File: src/rtl/wyswietl_pkg.sv
// Shared constants for the 7-segment display path: segment patterns, scan slot indices, anode constants.
// Latency: n/a (declarations only).
// Backpressure: n/a.
package wyswietl_pkg;

  // Segment order {g,f,e,d,c,b,a}, active-low.
  typedef logic [6:0] seg_t;

  localparam seg_t SEG_0    = 7'b1000000;
  localparam seg_t SEG_1    = 7'b1111001;
  localparam seg_t SEG_2    = 7'b0100100;
  localparam seg_t SEG_3    = 7'b0110000;
  localparam seg_t SEG_4    = 7'b0011001;
  localparam seg_t SEG_5    = 7'b0010010;
  localparam seg_t SEG_6    = 7'b0000010;
  localparam seg_t SEG_7    = 7'b1111000;
  localparam seg_t SEG_8    = 7'b0000000;
  localparam seg_t SEG_9    = 7'b0010000;
  localparam seg_t SEG_DASH = 7'b0111111;
  localparam seg_t SEG_OFF  = 7'b1111111;

  // Scan slot numbers; slot N drives anode N (anode 0 = rightmost digit).
  localparam logic [1:0] SLOT_MIN2 = 2'd0;
  localparam logic [1:0] SLOT_MIN1 = 2'd1;
  localparam logic [1:0] SLOT_HR2  = 2'd2;
  localparam logic [1:0] SLOT_HR1  = 2'd3;

  localparam logic [3:0] AN_OFF = 4'b1111;

  // Active-low one-hot anode for a slot.
  function automatic logic [3:0] anode_for(input logic [1:0] slot);
    return ~(4'b0001 << slot);
  endfunction

endpackage

File: src/rtl/bcd_to_7seg.sv
// Combinational BCD digit to active-low 7-segment pattern; values 10..15 render as a dash.
// Latency: 0 cycles (pure combinational).
// Backpressure: none. Ports: bcd (4b in), seg (7b out, {g,f,e,d,c,b,a}).
module bcd_to_7seg
  import wyswietl_pkg::*;
(
  input  logic [3:0] bcd,
  output logic [6:0] seg
);

  always_comb begin
    seg = SEG_DASH;
    case (bcd)
      4'd0:    seg = SEG_0;
      4'd1:    seg = SEG_1;
      4'd2:    seg = SEG_2;
      4'd3:    seg = SEG_3;
      4'd4:    seg = SEG_4;
      4'd5:    seg = SEG_5;
      4'd6:    seg = SEG_6;
      4'd7:    seg = SEG_7;
      4'd8:    seg = SEG_8;
      4'd9:    seg = SEG_9;
      default: seg = SEG_DASH;
    endcase
  end

endmodule

File: src/rtl/wyswietlacz_mux.sv
// 4-digit multiplexed common-anode 7-segment driver with shadow-latched digits and a blinking colon.
// Latency: slot/shadow/colon changes reach an_o/seg_o/dp_o one cycle later; each digit is held REFRESH_DIV cycles.
// Backpressure: none; upd_i and sec_tick_i are single-cycle strobes that are always accepted.
// Ports: clk_i, rst_i (sync, active-high); hr1_i/hr2_i/min1_i/min2_i BCD digits; upd_i latch strobe;
//        sec_tick_i colon toggle; an_o anodes, seg_o segments, dp_o colon (all active-low).
module wyswietlacz_mux
  import wyswietl_pkg::*;
#(
  parameter int REFRESH_DIV = 100000,
  parameter int BLANK_LZ    = 1
) (
  input  logic       clk_i,
  input  logic       rst_i,
  input  logic [1:0] hr1_i,
  input  logic [3:0] hr2_i,
  input  logic [3:0] min1_i,
  input  logic [3:0] min2_i,
  input  logic       upd_i,
  input  logic       sec_tick_i,
  output logic [3:0] an_o,
  output logic [6:0] seg_o,
  output logic       dp_o
);

  localparam int PW = $clog2(REFRESH_DIV);
  localparam logic [PW-1:0] PRESC_LAST = PW'(REFRESH_DIV - 1);

  logic [PW-1:0] presc;
  logic [1:0]    slot;
  logic [1:0]    sh_hr1;
  logic [3:0]    sh_hr2;
  logic [3:0]    sh_min1;
  logic [3:0]    sh_min2;
  logic          colon_q;

  logic          slot_tc;
  logic [3:0]    cur_digit;
  logic [6:0]    cur_seg;
  logic          blank;
  logic [3:0]    an_nxt;
  logic [6:0]    seg_nxt;
  logic          dp_nxt;

  assign slot_tc = (presc == PRESC_LAST);

  // Digit selection always reads the shadow copy, never the live inputs,
  // so a half-updated time from the counter is never displayed.
  always_comb begin
    cur_digit = sh_min2;
    case (slot)
      SLOT_MIN2: cur_digit = sh_min2;
      SLOT_MIN1: cur_digit = sh_min1;
      SLOT_HR2:  cur_digit = sh_hr2;
      SLOT_HR1:  cur_digit = {2'b00, sh_hr1};
      default:   cur_digit = sh_min2;
    endcase
  end

  bcd_to_7seg u_dec (
    .bcd (cur_digit),
    .seg (cur_seg)
  );

  // A blanked slot still takes its full scan time; it just lights nothing.
  always_comb begin
    blank   = (BLANK_LZ != 0) && (slot == SLOT_HR1) && (sh_hr1 == 2'd0);
    an_nxt  = blank ? AN_OFF  : anode_for(slot);
    seg_nxt = blank ? SEG_OFF : cur_seg;
    dp_nxt  = !((slot == SLOT_HR2) && colon_q);
  end

  always_ff @(posedge clk_i) begin
    if (rst_i) begin
      presc   <= '0;
      slot    <= SLOT_MIN2;
      sh_hr1  <= '0;
      sh_hr2  <= '0;
      sh_min1 <= '0;
      sh_min2 <= '0;
      colon_q <= 1'b0;
      an_o    <= AN_OFF;
      seg_o   <= SEG_OFF;
      dp_o    <= 1'b1;
    end else begin
      presc <= slot_tc ? '0 : presc + 1'b1;
      if (slot_tc) begin
        slot <= slot + 2'd1;
      end
      if (upd_i) begin
        sh_hr1  <= hr1_i;
        sh_hr2  <= hr2_i;
        sh_min1 <= min1_i;
        sh_min2 <= min2_i;
      end
      if (sec_tick_i) begin
        colon_q <= ~colon_q;
      end
      an_o  <= an_nxt;
      seg_o <= seg_nxt;
      dp_o  <= dp_nxt;
    end
  end

endmodule

File: config.mk
export PLATFORM = sky130hd
export DESIGN_NAME = wyswietlacz_mux
export DESIGN_NICKNAME = d
export VERILOG_FILES = /design/src/rtl/wyswietl_pkg.sv /design/src/rtl/bcd_to_7seg.sv /design/src/rtl/wyswietlacz_mux.sv
export SDC_FILE = /design/constraint.sdc
export NUM_CORES = 1
export LEC_CHECK = 0
export ABC_AREA = 1
export BUFFER_PORTS_ARGS = -buffer_cell sky130_fd_sc_hd__clkbuf_2
export CAP_MARGIN = 15
export CORE_MARGIN = 2
export CORE_UTILIZATION = 30
export DETAILED_ROUTE_END_ITERATION = 8
export GPL_TIMING_DRIVEN = 0
export PLACE_DENSITY = 0.56
export SYNTH_ARGS = -nofsm -noshare
export SYNTH_HDL_FRONTEND = slang
export SYNTH_SLANG_ARGS = --single-unit
File: constraint.sdc
create_clock -name clk_i -period 2.05 [get_ports clk_i]
set_clock_uncertainty 0.05 [all_clocks]
set_input_delay 0.1025 -clock clk_i [delete_from_list [all_inputs] [get_ports clk_i]]
set_output_delay 0.1025 -clock clk_i [all_outputs]
set_load 0.01 [all_outputs]
Word level (Yosys, flattened, before mapping)
Memory sizes are Yosys's and may differ from the RTL's. A register that Yosys moved wholly into a read port is not among the register bits. Index checks and enable logic that the tools add are counted.

Equal/unequal tests: 4. Add/sub/neg operators: 2. Reduce and logical (&&, ||, !) cells: 7. Shift operators: 1. Muxes and demuxes: 1. Bitwise gates (word level): 2.

Operators with widths (number): $add 17x1->17 const B (1); $eq 17x17->1 const B (1); $pmux 4 s4 (1); $eq 2x2->1 const B (2); $logic_not 2->1 (2); $not 4->4 (1); $reduce_or 2->1 (2); $shl 1x2->4 const A (1); $add 2x1->2 const B (1); $eq 2x1->1 const B (1); $logic_and 1x1->1 (2); $logic_not 1->1 (1); $not 1->1 (1).

Input port bits: 18. Flip-flop bits (word level): 39. Memories kept: 1. Output and inout bits: 12. ROM bits: 112. Word-level logic and storage cells: 27.

Memory list: (no name shown) (words 16, width 7, rd ports 1, clocked after Yosys merged registers in 1, wr ports 0, line bcd_to_7seg.sv:13) `case (bcd)`.

Longest topological paths before layout
Gate-level depths: netlist (run 1).

Depth after elaboration: 3. Mapped depth: 11. Depth with buffers taken out: 11.

By module
Synthesis (run 1) repeated with hierarchy kept, for this count alone.

Cells, all modules: 309. Area total of the unflattened synthesis: 2168.3 um2.

Modules (own cells, without submodules): wyswietlacz_mux (instances 1, area an instance 1981.9 um2, cells an instance 274, seq. area each 920.9 um2); bcd_to_7seg (instances 1, area an instance 186.4 um2, cells an instance 35, seq. area each 0.0 um2).

Worst setup path after synthesis (run 1)
Ideal clock, no wire load.

Path type: register to register. Start: register slot[0]. End: register seg_o[3]. Buffers on the path: 0. Setup slack: 159 ps. Clock period less this slack: 1891 ps. Data arrival time: 1783 ps. Cell stages (with the launch flop): 11. Required time: 1942 ps. Setup time: 58 ps. Cells stage by stage: dfxtp_1 > inv_1 > ha_1 > inv_1 > nand2_1 > o21bai_1 > ha_1 > or2_2 > nand2_1 > nand2_1 > nand2_1.

Longest elaborated chain between the ends: 3. Elaborated cells on any way between the ends: 7. Those cells by class: eq/ne: 3; mux: 1; reduce/logical: 3.

RTL lines: from (decl) (line wyswietlacz_mux.sv:29) `logic [1:0] slot;`; from (signal assigned) (line wyswietlacz_mux.sv:87) `slot <= slot + 2'd1;`; branches (longest 3 deep; another with $pmux 4 s4); to (decl) (line wyswietlacz_mux.sv:21) `output logic [6:0] seg_o,`.

Parallel ways; which one is timed is not known. A chain may end at the register's enable or synchronous reset.

Final worst setup path (run 1)
Start: register slot[1]. End: register seg_o[3].

The elaborated chain is that of the path after synthesis.

==> results by group, run 1 <==
Outcome
  • Status: finished, final reports clean

Floorplanning
  • CORE AREA: 6760 sq um
  • Die Height: 87.3 um
  • IO Pins: 30
  • Std-Cell Rows: 30
  • Die area: 7620 sq um
  • Initial core utilization: 30.8%
  • DIE WIDTH: 87.3 um

Place
  • Hpwl dp: 3110 um
  • Post-DP Area: 2330 sq um
  • Port Buffer Count: 29
  • RePlAce Congestion: 0.817

Clock network
  • CTS Buf Count: 5
  • CTS HTree Levels: 2
  • Worst-Skew Late Latency: 0.29 ns
  • Clk pin slew, worst setup/hold paths: 0.09 ns
  • Clock Sinks: 46
  • Clock buffer depth: 2
  • CTS tree: built
  • CTS Root Cell: clkbuf_8

Global route
  • Total congestion overflow: 0
  • Number of global-route vias before repair: 1,617
  • Initial antenna violation count: 0
  • Largest net degree at the start of global routing: 15
  • GRT Total Usage: 12.1%
  • First-pass GRT wire length: 7350 um

Synth
  • Mapped Area: 2080 sq um
  • Most instantiated cells after synthesis: nand2_1 (74), nor2_1 (62), dfxtp_1 (46)
  • Synth async-reset ratio: 0%
  • FF+latch count, synth: 46
  • Most frequent cell after synthesis: nand2_1
  • Synth Flop Type: dfxtp_1
  • Synth area leaders: dfxtp_1 (44%), nand2_1 (13%), nor2_1 (11%)
  • Distinct cells, synth: 27
  • Top cell type's share of synthesized area: 44.3%
  • Top cell type by total area after synthesis: dfxtp_1
  • Sequential area share after synthesis: 44.3%
  • Syn_nets: 311
  • Synth Warn #: 0
  • Syn_area_per_cell: 7.33 sq um
  • Number of synthesized flops with an enable pin: 0
  • Synthesized instance count: 284

Power
  • Leakage power total: 1.10 nW
  • Pwr Density: 659 nW/um^2
  • Max VDD drop: 294 uV

STA
  • Worst-margin pin slew: 0.456 ns
  • RSZ-0062 raised after global routing: no
  • Final hold slack: 0.0621 ns
  • Post-route minimum period: 1.91 ns
  • Final hold violation count: 0
  • Rel. slew slack: 69.6%
  • Final slew viol count: 0
  • Setup TNS: 0 ns
  • Final period util: 93.3%
  • Setup violators final: 0
  • Peak Freq: 0.523 GHz

Critical path
  • Worst setup path class: reg2reg
  • Crit-path max FO: 7
  • CP required: 2.25 ns
  • CP Launch Type: flip-flop
  • Critical Path End Type: flip-flop
  • Critical Path AT: 2.11 ns

Cells and area
  • Utilization after layout: 38.6%
  • Layout Nets: 362
  • Area Overhead vs Synth: 25.3%
  • Post-route cell area: 2610 sq um
  • Share of cells above drive strength 1: 17.3%
  • Inserted Diodes: 0

Drt
  • Routed Antenna Nets: 0
  • 1st-pass router iterations: 4
  • DRT Wirelength: 4290 um
  • Total number of vias: 1,800
  • Initial detailed-routing violation count: 82
  • Vias/cell: 4.33
  • Average routed wire per standard cell: 10.3 um
  • Drc violations: 0

Run
  • Max Cap Viol: 0

Min path
  • Worst hold path class: in2reg
## routing by layer
layer	routed length, um	global-route usage (%)
met5	0	0
met4	70	4.20
met3	161	2.84
met2	1930	18.5
met1	2140	16.5
## worst max-delay path, cell delays in order, from the launching register on
cell      delay, ns
dfxtp_2        0.37
inv_1          0.10
ha_1           0.22
inv_2          0.12
nor2_1         0.08
o21bai_4       0.19
ha_1           0.29
or2_2          0.29
nand2_1        0.07
nand2_1        0.05
nand2_1        0.05
## state kept, by name, indices dropped and copies added, names as in the netlist
signal,flops
presc,17
seg_o,7
an_o,4
sh_hr2,4
sh_min1,4
sh_min2,4
sh_hr1,2
slot,2
colon_q,1
dp_o,1
## power breakdown
| part | total (mW) | internal (mW) | leakage, nW | switching [mW] |
|---|---|---|---|---|
| sequential | 0.951 | 0.934 | 0.379 | 0.0177 |
| clock | 0.581 | 0.279 | 0.0489 | 0.302 |
| combinational | 0.185 | 0.0875 | 0.676 | 0.0973 |
| total | 1.72 | 1.30 | 1.10 | 0.417 |
## through the flow
| stage | instances | worst slack (ns) | power (mW) |
|---|---|---|---|
| 2_1_floorplan | 284 | 0.159 | 1.07 |
| 3_3_place_gp | 393 | -0.0716 | 1.13 |
| 3_5_place_dp | 393 | -0.0662 | 1.13 |
| 4_1_cts | 415 | 0.00962 | 1.74 |
| 5_1_grt | 416 | 0.00397 | 1.81 |
| 6_report | 416 | 0.138 | 1.72 |
## worst paths after layout
path / startpoint / to / slack, ns / depth (start not counted)
min reg2reg: colon_q / dp_o / 0.39 / 1
min: upd_i / sh_min1[0] / 0.06 / 3
max reg2reg: slot[1] / seg_o[3] / 0.14 / 10
max: slot[1] / seg_o[3] / 0.14 / 10
## logic make-up (layout without fill, tap and decap cells)
| kind of cell | after synthesis | count (layout) | synth area share, % |
|---|---|---|---|
| compound gates | 29 | 29 | 7.82 |
| xor+xnor | 7 | 7 | 2.95 |
| fa+ha+maj | 9 | 9 | 5.41 |
| buf+inv | 27 | 79 | 5.47 |
| flops | 46 | 46 | 44.3 |
| simple gates | 166 | 166 | 34.1 |
## cell type report
| class | instances | area [sq um] |
|---|---|---|
| plain buffers | 5 | 31.3 |
| multi-input cells | 211 | 1080 |
| well taps | 80 | 100 |
| clock buffers | 7 | 86.3 |
| repair buffers | 44 | 293 |
| clock inverters | 1 | 8.76 |
| fillers | 747 | 4150 |
| inverters | 22 | 82.6 |
| flip-flops and latches | 46 | 923 |
## placed cells by master (no fill, tap or decap), types with 2 or more instances in the layout
cell,instances
inv_2,2
nand3_2,2
or2_2,2
xor2_1,4
dfxtp_1,44
nand2_4,2
inv_1,20
a21oi_1,9
dfxtp_2,2
ha_1,7
nand2_1,74
nand3b_1,3
clkbuf_1,4
nor2_1,61
dlygate4sd3_1,14
o21ai_0,17
xnor2_1,3
nand3_1,14
clkbuf_8,6
clkbuf_2,29
## what timing repair did
action	CTS	global route
setup buffers	0	1
cloned	0	0
hold buffers	14	0
endpoints found under the setup margin	1	3
pin swaps	0	2
resized for setup	2	9
endpoints found under the hold margin	13	0
Power figures use the tool's default switching activity.
==> run 2: changes to the inputs <==
--- a/config.mk
+++ b/config.mk
@@ -8,11 +8,13 @@
 export ABC_AREA = 1
 export BUFFER_PORTS_ARGS = -buffer_cell sky130_fd_sc_hd__clkbuf_2
 export CAP_MARGIN = 15
+export CELL_PAD_IN_SITES_DETAIL_PLACEMENT = 0
+export CELL_PAD_IN_SITES_GLOBAL_PLACEMENT = 1
 export CORE_MARGIN = 2
 export CORE_UTILIZATION = 30
 export DETAILED_ROUTE_END_ITERATION = 8
 export GPL_TIMING_DRIVEN = 0
-export PLACE_DENSITY = 0.56
+export PLACE_DENSITY = 0.7
 export SYNTH_ARGS = -nofsm -noshare
 export SYNTH_HDL_FRONTEND = slang
 export SYNTH_SLANG_ARGS = --single-unit
==> results by group, run 2 (same netlist as run 1, synthesis figures left out) <==
Drt
  • 1st-pass router iterations: 4 (unchanged)
  • Average routed wire per standard cell: 10.3 um (-0.33%)
  • Routed Antenna Nets: 0 (unchanged)
  • Vias/cell: 4.36 (+0.78%)
  • Total number of vias: 1,814 (+0.78%)
  • Initial detailed-routing violation count: 58 (-29%)
  • Drc violations: 0 (unchanged)
  • DRT Wirelength: 4280 um (-0.33%)

Global route
  • Initial antenna violation count: 0 (unchanged)
  • First-pass GRT wire length: 7410 um (+0.84%)
  • GRT Total Usage: 12.2% (+0.13 points)
  • Number of global-route vias before repair: 1,699 (+5.1%)
  • Largest net degree at the start of global routing: 16 (+1)
  • Total congestion overflow: 0 (unchanged)

Place
  • Post-DP Area: 2330 sq um (unchanged)
  • Port Buffer Count: 29 (unchanged)
  • RePlAce Congestion: 0.779 (-4.6%)
  • Hpwl dp: 3110 um (about the same)

Cells and area
  • Number of flip-flops in the largest register: 17 (unchanged)
  • Inserted Diodes: 0 (unchanged)
  • Biggest register: presc
  • Area Overhead vs Synth: 24.6%
  • Fillers: 738 (-1.2%)
  • Utilization after layout: 38.4% (-0.22 points)
  • Layout Nets: 362 (unchanged)
  • Sequential cell area: 923 sq um (unchanged)
  • Most common cell after layout, fill and taps aside: nand2_1
  • Area of the multi-input gates: 1070 sq um (-0.92%)
  • Share of cells above drive strength 1: 17.3% (unchanged)
  • Post-route cell area: 2590 sq um (-0.58%)
  • Biggest regs: presc: 17 flops, seg_o: 7 flops
  • Most frequent cells in the layout: nand2_1 (74), nor2_1 (62), dfxtp_1 (44), clkbuf_2 (29), inv_1 (20)

Critical path
  • Worst path slowest cell: dfxtp_2
  • CP required: 2.25 ns (about the same)
  • R2R Path Start: slot[1]
  • Critical Path AT: 2.11 ns (about the same)
  • Highest cell delay on the worst timing path: 0.37 ns (about the same)
  • Reg2Reg Setup Slack: 0.14 ns (about the same)
  • Critical Path End Type: flip-flop
  • Worst path cell trace: inv_1 > ha_1 > inv_2 > nor2_1 > o21bai_4 > ha_1 > or2_2 > nand2_1 > nand2_1 > nand2_1
  • Worst setup path class: reg2reg
  • Crit-path most repeated cell: nand2_1
  • CP Launch Type: flip-flop
  • Worst reg2reg endpoint: seg_o[3]
  • Crit-path max FO: 7 (unchanged)
  • Cell depth of the worst flop-to-flop path: 10 (unchanged)

Floorplanning
  • Initial core utilization: 30.8% (unchanged)
  • Die area: 7620 sq um (unchanged)
  • Std-Cell Rows: 30 (unchanged)
  • DIE WIDTH: 87.3 um (unchanged)
  • Die Height: 87.3 um (unchanged)
  • IO Pins: 30 (unchanged)
  • CORE AREA: 6760 sq um (unchanged)

STA
  • Final hold slack: 0.0565 ns (-0.00562 ns)
  • Post-route minimum period: 1.91 ns (-0.00433 ns)
  • Final slew viol count: 0 (unchanged)
  • Worst-margin pin slew: 0.481 ns (+0.0245 ns)
  • Setup violators final: 0 (unchanged)
  • Final hold violation count: 0 (unchanged)
  • Final period util: 93.1% (-0.21 points)
  • Peak Freq: 0.524 GHz (+0.23%)
  • Rel. slew slack: 68.0% (-1.6 points)
  • RSZ-0062 raised after global routing: no
  • Setup TNS: 0 ns (unchanged)

Power
  • Max VDD drop: 199 uV (-32%)
  • Pwr Density: 654 nW/um^2 (-0.71%)
  • Leakage power total: 1.10 nW (-0.59%)

Clock network
  • Clock Sinks: 46 (unchanged)
  • CTS Buf Count: 5 (unchanged)
  • Worst-Skew Late Latency: 0.30 ns (about the same)
  • Clock buffer depth: 2 (unchanged)
  • CTS Root Cell: clkbuf_8
  • CTS HTree Levels: 2 (unchanged)
  • Clk pin slew, worst setup/hold paths: 0.09 ns (about the same)
  • CTS tree: built

Min path
  • Worst Hold Launch: upd_i
  • Hold depth: 3 (unchanged)
  • Worst hold path class: in2reg
  • End of the worst hold path: sh_min1[0]

Run
  • Max Cap Viol: 0 (unchanged)

Outcome
  • Status: finished, final reports clean
## run 2: critical path, delay by kind of cell (launching register included)
kind / cells / cell delay (ns)
simple gates: 5 / 0.52
fa+ha+maj: 2 / 0.51
buf+inv: 2 / 0.23
compound gates: 1 / 0.19
flops: 1 / 0.37
## run 2: worst max-delay path by stage
| stage | from | end | slack [ns] | depth (start not counted) |
|---|---|---|---|---|
| after floorplan | slot[0] | seg_o[3] | 0.16 | 10 |
| after global placement | slot[0] | seg_o[3] | -0.12 | 10 |
| final | slot[1] | seg_o[3] | 0.14 | 10 |
| after global routing | slot[1] | seg_o[3] | 0.03 | 10 |
| after detailed placement | slot[0] | seg_o[3] | -0.12 | 10 |
| after CTS | slot[0] | seg_o[3] | 0.02 | 10 |
## run 2: area by class of cell
type | instances | area share, %
tap | 80 | 3.86
inverter | 22 | 3.19
clock inverter | 3 | 0.820
timing repair buffer | 44 | 11.3
clock buffer | 5 | 2.65
sequential | 46 | 35.6
buffer | 5 | 1.21
multi-input combinational | 211 | 41.4
## run 2: per-layer routing
| layer | part of all wire (%) | up-vias | track usage (%) |
|---|---|---|---|
| met5 | 0 | - | 0 |
| li1 | - | 990 | - |
| met1 | 54 | 794 | 16.1 |
| met2 | 41 | 24 | 19.0 |
| met3 | 3.0 | 6 | 3.32 |
| met4 | 1.5 | 0 | 4.34 |
## run 2: stage by stage
step	power, mW	setup slack (ns)	instances
after floorplan	1.07	0.159	284
after global placement	1.13	-0.119	393
after detailed placement	1.13	-0.120	393
after CTS	1.72	0.0188	415
after global routing	1.78	0.0273	416
final	1.70	0.142	416
## run 2: where the power goes
group          switching [mW]  internal [mW]
Combinational          0.0955         0.0864
Sequential             0.0174          0.934
Clock                   0.322          0.240
## run 2: timing repair
item / in CTS / in global routing
pin swaps: 0 / 2
hold buffers: 14 / 0
endpoints found under the setup margin: 1 / 3
resized for setup: 2 / 7
setup buffers: 0 / 1
gates cloned: 0 / 0
hold endpoints to repair: 13 / 0
==> run 3: changes to the inputs <==
--- a/config.mk
+++ b/config.mk
@@ -14,7 +14,7 @@
 export CORE_UTILIZATION = 30
 export DETAILED_ROUTE_END_ITERATION = 8
 export GPL_TIMING_DRIVEN = 0
-export PLACE_DENSITY = 0.7
+export PLACE_DENSITY = 0.68
 export SYNTH_ARGS = -nofsm -noshare
 export SYNTH_HDL_FRONTEND = slang
 export SYNTH_SLANG_ARGS = --single-unit
==> constraint.sdc (replaced) <==
create_clock -name clk_i -period 2.04 [get_ports clk_i]
set_clock_uncertainty 0.05 [all_clocks]
set_input_delay 0.102 -clock clk_i [delete_from_list [all_inputs] [get_ports clk_i]]
set_output_delay 0.102 -clock clk_i [all_outputs]
set_load 0.01 [all_outputs]
==> results by group, run 3 (same netlist as run 1, synthesis figures left out) <==
Critical path
  • Cell depth of the worst flop-to-flop path: 10 (unchanged)
  • Worst path slowest cell: dfxtp_2
  • Critical Path AT: 2.06 ns (-0.05 ns)
  • Crit-path max FO: 5 (-2)
  • Crit. Startpoint: slot[1]
  • Worst reg2reg endpoint: seg_o[3]
  • CP required: 2.24 ns (about the same)
  • Crit-path most repeated cell: nand2_1
  • R2R Path Start: slot[1]
  • CP Launch Type: flip-flop
  • Critical Path End Type: flip-flop
  • Reg2Reg Setup Slack: 0.18 ns (+0.04 ns)
  • Worst path cell trace: inv_1 > ha_1 > inv_2 > nand2_1 > o21bai_4 > ha_1 > or2_2 > nand2_1 > nand2_1 > nand2_1
  • Worst setup path class: reg2reg
  • Highest cell delay on the worst timing path: 0.37 ns (about the same)

Place
  • Port Buffer Count: 29 (unchanged)
  • Post-Place Cells: 393 (unchanged)
  • RePlAce Congestion: 0.763 (-2.1%)
  • Post-DP Area: 2330 sq um (unchanged)
  • Worst slack, placed: -0.142 ns (-0.0215 ns)
  • Hpwl dp: 3110 um (about the same)

Min path
  • Worst Hold Launch: upd_i
  • Hold depth: 3 (unchanged)
  • Worst hold path class: in2reg
  • End of the worst hold path: sh_min1[0]

Cells and area
  • Number of flip-flops in the largest register: 17 (unchanged)
  • Layout Nets: 363 (+0.28%)
  • Inserted Diodes: 0 (unchanged)
  • Utilization after layout: 38.6% (+0.19 points)
  • Most common cell after layout, fill and taps aside: nand2_1
  • Fillers: 723 (-2.0%)
  • Most frequent cells in the layout: nand2_1 (74), nor2_1 (62), dfxtp_1 (44), clkbuf_2 (29), inv_1 (20)
  • Area Overhead vs Synth: 25.2%
  • Biggest register: presc
  • Biggest regs: presc: 17 flops, seg_o: 7 flops
  • Share of cells above drive strength 1: 17.2% (-0.051 points)
  • Post-route cell area: 2610 sq um (+0.48%)
  • Final Non-Filler Cells: 417 (+0.24%)

Power
  • Pwr Density: 662 nW/um^2 (+1.3%)
  • Flop pwr share: 55.4% (-0.7 points)
  • Combinational group share of total power: 10.6% (about the same)
  • Cell Int Power: 1.31 mW (+3.6%)
  • Clock power share: 34.0% (+0.8 points)
  • Pwr Total: 1.73 mW (+1.8%)
  • Sw Ratio: 24.3% (-1.3 points)
  • Max VDD drop: 277 uV (+39%)
  • Psw: 420 uW (-3.5%)
  • Leakage power total: 1.11 nW (+0.93%)

Global route
  • Initial antenna violation count: 0 (unchanged)
  • Total congestion overflow: 0 (unchanged)
  • Largest net degree at the start of global routing: 15 (-1)
  • Number of global-route vias before repair: 1,708 (+0.53%)
  • GRT Total Usage: 12.7% (+0.54 points)
  • First-pass GRT wire length: 7620 um (+2.8%)

Clock network
  • CTS Root Cell: clkbuf_8
  • Clock buffer depth: 2 (unchanged)
  • CTS HTree Levels: 2 (unchanged)
  • Clk pin slew, worst setup/hold paths: 0.09 ns (about the same)
  • CTS Buf Count: 5 (unchanged)
  • CTS tree: built
  • Clock Sinks: 46 (unchanged)
  • Worst-Skew Late Latency: 0.29 ns (about the same)

STA
  • RSZ-0062 raised after global routing: no
  • Final hold slack: 0.0562 ns (-0.000246 ns)
  • Final slew viol count: 0 (unchanged)
  • Rel. slew slack: 68.8% (+0.86 points)
  • Peak Freq: 0.537 GHz (+2.5%)
  • Final period util: 91.2% (-1.8 points)
  • Final hold violation count: 0 (unchanged)
  • Worst-margin pin slew: 0.468 ns (-0.0129 ns)
  • Post-route minimum period: 1.86 ns (-0.0470 ns)
  • Setup violators final: 0 (unchanged)
  • Setup WS post-layout: 0.179 ns (+0.0370 ns)
  • Setup TNS: 0 ns (unchanged)

Floorplanning
  • Die area: 7620 sq um (unchanged)
  • IO Pins: 30 (unchanged)
  • CORE AREA: 6760 sq um (unchanged)
  • Initial core utilization: 30.8% (unchanged)
  • Die Height: 87.3 um (unchanged)
  • Std-Cell Rows: 30 (unchanged)
  • DIE WIDTH: 87.3 um (unchanged)

Drt
  • Routed Antenna Nets: 0 (unchanged)
  • Total number of vias: 1,792 (-1.2%)
  • Average routed wire per standard cell: 10.3 um (-0.22%)
  • DRT Wirelength: 4280 um (about the same)
  • Vias/cell: 4.30 (-1.4%)
  • Initial detailed-routing violation count: 61 (+5.2%)
  • Drc violations: 0 (unchanged)
  • 1st-pass router iterations: 4 (unchanged)

Run
  • Max Cap Viol: 0 (unchanged)

Outcome
  • Status: finished, final reports clean
==> run 3: cell types whose count changed in the layout (fill, tap and decap cells not counted) <==
| cell | change |
|---|---|
| buf_4 | +1 |
| clkbuf_1 | +1 |
| clkbuf_8 | +1 |
| clkinv_2 | -1 |
| clkinv_4 | -1 |
| clkinvlp_4 | -1 |
| inv_6 | +1 |
==> run 3: worst max path at each step <==
| stage | to | depth (start not counted) |
|---|---|---|
| after floorplan | seg_o[3] | 10 |
| final | seg_o[3] | 10 |
| after CTS | seg_o[3] | 10 |
| after global placement | seg_o[3] | 10 |
| after detailed placement | seg_o[3] | 10 |
| after global routing | seg_o[3] | 10 |
==> run 3: what timing repair did <==
action,4_1_cts,5_1_grt
setup endpoints to repair,1,2
endpoints found under the hold margin,13,0
pin swaps,0,2
hold buffers,14,0
gates resized for setup,3,6
setup buffers,0,2
==> run 3: cell type report <==
| type | count | area (sq um) | area share (%) |
|---|---|---|---|
| Multi-Input combinational cell | 211 | 1070 | 41.2 |
| Sequential cell | 46 | 923 | 35.4 |
| Timing Repair Buffer | 45 | 300 | 11.5 |
| Tap cell | 80 | 100 | 3.84 |
| Clock buffer | 7 | 86.3 | 3.31 |
| Inverter | 22 | 82.6 | 3.17 |
| Buffer | 5 | 31.3 | 1.20 |
| Clock inverter | 1 | 8.76 | 0.336 |
==> run 3: layer usage <==
layer | part of all wire (%) | up-vias | track usage [%]
met2 | 41 | 27 | 19.5
li1 | - | 990 | -
met4 | 1.8 | 0 | 4.62
met5 | 0 | - | 0
met3 | 3.1 | 5 | 3.13
met1 | 54 | 770 | 17.3
==> run 3: worst max-delay path, delay by kind of cell (launching register included) <==
kind / cells / cell delay, ns
AO/OA/AOI/OAI: 1 / 0.17
AND/OR/NAND/NOR: 5 / 0.55
flip-flops: 1 / 0.37
adder cells (fa/ha/maj): 2 / 0.48
buffers and inverters: 2 / 0.19
==> run 3: power groups by stage <==
stage | clock [mW] | combinational [mW] | sequential [mW]
floorplan | 0 | 0.0977 | 0.982
global placement | 0 | 0.159 | 0.976
detailed placement | 0 | 0.159 | 0.977
CTS | 0.622 | 0.182 | 0.956
global route | 0.651 | 0.212 | 0.961
finish | 0.587 | 0.183 | 0.955
